### config.mk
export PLATFORM = sky130hd
export DESIGN_NAME = sync_multi
export DESIGN_NICKNAME = d
export VERILOG_FILES = /design/src/rtl/sync_multi_pkg.sv /design/src/rtl/sync_multi_bit.sv /design/src/rtl/sync_multi.sv
export SDC_FILE = /design/constraint.sdc
export NUM_CORES = 1
export LEC_CHECK = 0
export CAP_MARGIN = 30
export CORE_AREA = 8 8 45 47
export CTS_CLUSTER_SIZE = 10
export DETAILED_ROUTE_END_ITERATION = 10
export DIE_AREA = 0 0 53 55
export MAX_ROUTING_LAYER = met4
export PLACE_DENSITY = 0.43
export SETUP_SLACK_MARGIN = 0.3
export SYNTH_ARGS = -nofsm -noshare
export SYNTH_HDL_FRONTEND = slang
export SYNTH_SLANG_ARGS = --single-unit
export TNS_END_PERCENT = 20
### constraint.sdc
create_clock -name c -period 1.1 [get_ports c]
set_clock_uncertainty 0.05 [all_clocks]
set_input_delay 0.275 -clock c [delete_from_list [all_inputs] [get_ports c]]
set_output_delay 0.275 -clock c [all_outputs]
set_load 0.05 [all_outputs]
### src/rtl/sync_multi_pkg.sv
// Shared primitives for the multi-channel synchroniser.
package sync_multi_pkg;

    // Number of bits needed to hold the values 0 .. value-1.
    function automatic int clog2(input int value);
        int result;
        int v;
        result = 0;
        for (v = value - 1; v > 0; v = v >> 1) begin
            result = result + 1;
        end
        return result;
    endfunction

endpackage

### src/rtl/sync_multi_bit.sv
// One synchroniser channel: flop chain, stability filter and edge strobes.
module sync_multi_bit
    import sync_multi_pkg::*;
#(
    parameter int   STAGES = 2,
    parameter int   FILT   = 0,
    parameter logic INIT   = 1'b0
) (
    input  logic c,
    input  logic r,
    input  logic i,
    output logic o,
    output logic rise,
    output logic fall
);

    // FILT of 0 and 1 both mean "commit on the first differing cycle".
    localparam int FMAX = (FILT > 1) ? FILT : 1;
    localparam int CW   = (clog2(FMAX) > 0) ? clog2(FMAX) : 1;
    localparam logic [CW-1:0] CNT_LAST = CW'(FMAX - 1);

    // The chain is kept out of shift-register extraction and grouped so
    // all stages land in one slice with minimal routing between them.
    (* ASYNC_REG = "TRUE", SHREG_EXTRACT = "NO", RLOC = "X0Y0" *)
    logic [STAGES-1:0] sr;

    logic [CW-1:0] cnt;
    logic          s;
    logic          differ;
    logic          update;

    // NOTE: plain continuous assigns for combinational terms; nothing here
    // can hold state, so no latch can be inferred.
    assign s      = sr[STAGES-1];
    assign differ = s ^ o;
    assign update = differ && (cnt == CNT_LAST);

    // Shift the asynchronous input through the synchroniser chain.
    always_ff @(posedge c or posedge r) begin
        // NOTE: the chain resets to INIT, the same value as o, so leaving
        // reset can never look like an edge.
        if (r) begin
            sr <= {STAGES{INIT}};
        end else begin
            // NOTE: non-blocking assignments so every stage samples the
            // previous stage's old value on the same edge.
            sr <= {sr[STAGES-2:0], i};
        end
    end

    // Stability filter: commit s to o once it has differed for FMAX cycles.
    always_ff @(posedge c or posedge r) begin
        if (r) begin
            cnt <= '0;
            o   <= INIT;
        end else if (!differ) begin
            cnt <= '0;
        end else if (update) begin
            o   <= s;
            cnt <= '0;
        end else begin
            cnt <= cnt + CW'(1);
        end
    end

    // Edge strobes registered alongside o so they coincide with its change.
    always_ff @(posedge c or posedge r) begin
        if (r) begin
            rise <= 1'b0;
            fall <= 1'b0;
        end else begin
            rise <= update & s;
            fall <= update & ~s;
        end
    end

endmodule

### src/rtl/sync_multi.sv
// W independent synchroniser channels with optional debounce and edge strobes.
module sync_multi
    import sync_multi_pkg::*;
#(
    parameter int           W      = 1,
    parameter int           STAGES = 2,
    parameter int           FILT   = 0,
    parameter logic [W-1:0] INIT   = {W{1'b0}}
) (
    input  logic         c,
    input  logic         r,
    input  logic [W-1:0] i,
    output logic [W-1:0] o,
    output logic [W-1:0] rise,
    output logic [W-1:0] fall
);

    // Channels are deliberately uncoupled: a multi-bit value passed through
    // here may arrive with its bits on different cycles.
    for (genvar k = 0; k < W; k++) begin : g_ch
        sync_multi_bit #(
            .STAGES (STAGES),
            .FILT   (FILT),
            .INIT   (INIT[k])
        ) u_bit (
            .c    (c),
            .r    (r),
            .i    (i[k]),
            .o    (o[k]),
            .rise (rise[k]),
            .fall (fall[k])
        );
    end

endmodule

* Yosys cells after proc, flatten, opt, wreduce, memory -nomap -nowiden
Cells that the tools add are included.
** Storage, ports and cells
- Logic and storage cells :: 15
- Register bits :: 6
- Bits of input ports :: 3
- Output and inout bits :: 3
** Cells by class
- Multiplexer cells :: 2
- Bitwise gates (word level) :: 5
- $add $sub $neg :: 1
- Reductions and logical operators :: 2
** Operators with widths (count)
- 1-bit AND :: 2
- 1-bit two-way mux :: 2
- 1-bit NOT :: 2
- 2-bit AND reduction :: 1
- 1-bit adder, second input constant :: 1
- 1-bit logical AND :: 1
- 1-bit bitwise XOR :: 1

* Longest topological paths before layout
- Word-level depth :: 4
- Depth in mapped cells :: 1

* Worst setup path before layout
OpenSTA, ideal clock, no wires.
- Kind :: register to register
- Start :: register g_ch[0].u_bit.o
- End :: register g_ch[0].u_bit.o
- Required time :: 0.925 ns
- Clock period less this slack :: 1.055 ns
- Library setup time :: 0.125 ns
- Arrival time :: 0.879 ns
- Cell stages (with the launch flop) :: 2
- Slack :: 0.045 ns
- Path through :: dfrtp_1 mux2_4
** On the way
- Cells in the longest elaborated chain, start to end :: 3
** RTL lines
- start, declared :: line sync_multi_bit.sv:12 : output logic o,
- start signal, assigned :: line sync_multi_bit.sv:59 : o <= s;
- 1-bit bitwise XOR (*) :: line sync_multi_bit.sv:35 : assign differ = s ^ o;
- 1-bit logical AND :: line sync_multi_bit.sv:36 : assign update = differ && (cnt == CNT_LAST);
- 2-bit AND reduction (no source line) (*)
Every way passes the cells marked *; elsewhere a longest branch is shown, timed or not.
A chain may end at the register's enable or synchronous reset.

* Final worst setup path
- Start :: register g_ch[0].u_bit.o
- End :: output port o
** RTL lines
- end, declared :: line sync_multi.sv:13 : output logic [W-1:0] o,
No word-level cell between the ends.

==> key figures <==
STA
  • Worst setup margin: -42.2 ps
  • RSZ-0062 raised after global routing: yes
  • Setup tns final: -77.6 ps
  • Crit share post-route: 104%
  • Fmax: 875 MHz
  • Final hold slack: 187 ps
  • Final Max Tran Viols: 0
  • Final setup violation count: 3
  • Tmin final: 1140 ps
  • Final hold violations: 0

Critical path
  • Largest delay share family, worst path: flip-flops
  • CP cell instances: buf_12
  • Critical path's slowest cell: dfrtp_2
  • Startpoint Class: flop
  • CP max stage delay: 420 ps
  • Crit path buffers/inverters: 1
  • Worst Path Required: 770 ps
  • Arr. time, crit path: 820 ps
  • Crit-path max FO: 2
  • CP Class: flop to primary output
  • Crit end category: primary output

Placed design
  • GPL Wtd Cong: 0.575
  • Placed Instance Area: 289 sq um
  • DP Cell Count: 32
  • Worst slack at placement: 199 ps
  • IO buf count: 5

Job
  • Maxcap violations: 0

Synthesis
  • Seq/Total Area, Yosys: 80.0%
  • Cell Area, Synth: 188 sq um
  • Area share of the largest cell type after synthesis: 80.0%
  • Adder-Cell Fraction of Synth Area: 0%
  • Syn Area/Cell: 17.1 sq um
  • Combinational family with the most area after synthesis: multiplexers
  • Netlist cell types: 5
  • Syn Inst Count: 11
  • Post-Synth Simple-Gate Area: 8.00%
  • Largest area contributor in the netlist: dfrtp_1
  • Synth Area in Compound Gates: 0%
  • Synth warn: 0
  • Syn Nets: 14
  • Mux cell area share after synthesis: 8.00%
  • Seq cells post-synth: 6
  • Top cells by area, synth: dfrtp_1 80%, mux2_4 8.0%, nor3b_1 8.0%
  • Synth Area in XOR/XNOR: 0%

Final layout
  • Commonest non-fill, non-tap cells in the layout: 5 x dfrtp_1, 3 x clkbuf_4, 3 x buf_12, 2 x clkdlybuf4s50_1
  • Commonest non-fill, non-tap cell in the layout: dfrtp_1
  • Final net count: 25
  • Layout overhead on the synthesized area: 74.7%
  • Filler cells: 146
  • Final Util: 23.7%
  • Design area: 328 sq um
  • N_diodes: 0
  • Layout cells sized above 1: 47.6%
  • Post-Layout Cell Count: 37

Routing
  • Drt drc: 0
  • Vias per std cell: 3.11
  • Via count: 115
  • Routed Antenna Nets: 0
  • First-pass detailed-route iteration total: 1
  • DR WL/cell: 8.92 microns
  • Drt total wl: 330 microns
  • Iteration-0 DRC count of the detailed router: 0

Pwr
  • Register share of total power: 45.0%
  • Combinational power share: 16.1%
  • PD cells: 1680 nW/um^2
  • NetSw: 0.129 mW
  • Internal power: 0.420 mW
  • VDD IR max: 0.000875 V
  • Sw frac: 23.5%
  • Total Power: 0.549 mW
  • Leak pwr: 0.148 nW
  • Clock network power share: 39.0%

Status
  • Result of the run: finished, violations left
  • Violated checks: setup timing

Floorplanning
  • Chip width: 53 microns
  • Initial core utilization: 13.6%
  • Die area: 2920 sq um
  • I/O pin total: 6
  • Die Span Y: 55 microns
  • Core footprint: 1380 sq um
  • Core Rows: 14

Clock network
  • Root buffer cell: clkbuf_4
  • H-tree depth: 1
  • Worst skew pair latency: 240 ps
  • CTS sink count: 6
  • Worst-path clk slew: 50 ps
  • Maximum clock path buffer count: 2
  • Hold-fix buffers, CTS: 0
  • CTS tree: built
  • CTS buffer count: 3

Worst hold path
  • Hold Path Class: primary input to async pin

Global route
  • Initial antenna violation count: 0
  • Largest net degree at the start of global routing: 7
  • Number of global-route vias before repair: 142
  • First-pass GRT wire length: 552 microns
  • GRT overflow: 0
  • Gr usage total: 3.00%
==> cell usage after synthesis <==
master / instances
inv_1: 1
conb_1: 1
dfrtp_1: 6
mux2_4: 1
nor3b_1: 2
==> logic make-up (layout without fill, tap and decap cells) <==
family | Yosys count | count (layout)
flip-flops | 6 | 6
buffers and inverters | 1 | 11
multiplexers | 1 | 1
AND/OR/NAND/NOR | 2 | 2
other | 1 | 1
==> sequential cells by signal, indices dropped and copies added, names as in the netlist <==
signal	count
g_ch.u_bit.sr	2
g_ch.u_bit.cnt	1
g_ch.u_bit.fall	1
g_ch.u_bit.o	1
g_ch.u_bit.rise	1
==> metal layers <==
layer | vias to the layer above | global-route usage, % | wire (microns)
met3 | 0 | 4.28 | 50
met1 | 56 | 2.31 | 114
met4 | 0 | 0 | 0
met2 | 6 | 4.30 | 165
li1 | 53 | - | -
met5 | - | - | 0
==> worst paths after layout <==
check,from,end,slack (ps),cells after the start
max,g_ch[0].u_bit.o$_DFFE_PP0P_,o,-40,1
min,r,g_ch[0].u_bit.fall$_DFF_PP0_,190,2
max reg2reg,g_ch[0].u_bit.o$_DFFE_PP0P_,g_ch[0].u_bit.o$_DFFE_PP0P_,110,2
min reg2reg,g_ch[0].u_bit.sr[0]$_DFF_PP0_,g_ch[0].u_bit.sr[1]$_DFF_PP0_,310,0
max in group asynchronous,r,g_ch[0].u_bit.o$_DFFE_PP0P_,610,2
min in group c,g_ch[0].u_bit.sr[0]$_DFF_PP0_,g_ch[0].u_bit.sr[1]$_DFF_PP0_,310,0
==> power groups by stage <==
| stage | clock [mW] | combinational [mW] | sequential, mW |
|---|---|---|---|
| 2_1_floorplan | 0 | 0.0130 | 0.272 |
| 3_3_place_gp | 0 | 0.0792 | 0.250 |
| 3_5_place_dp | 0 | 0.0807 | 0.252 |
| 4_1_cts | 0.229 | 0.0897 | 0.247 |
| 5_1_grt | 0.233 | 0.0931 | 0.248 |
| 6_report | 0.214 | 0.0882 | 0.247 |
==> timing repair <==
action | in CTS | in global routing
setup endpoints to repair | 4 | 6
setup buffers | 1 | 0
pin swaps | 1 | 1
resized for setup | 1 | 0
gates cloned | 0 | 0
==> final cells by class <==
class | count | area (sq um) | share of cell area (%)
sequential | 6 | 151 | 46.2
timing repair buffer | 6 | 87.6 | 26.7
multi-input combinational | 4 | 38.8 | 11.8
clock buffer | 4 | 26.3 | 8.02
tap | 16 | 20.0 | 6.11
inverter | 1 | 3.75 | 1.15
Power figures use the tool's default switching activity.
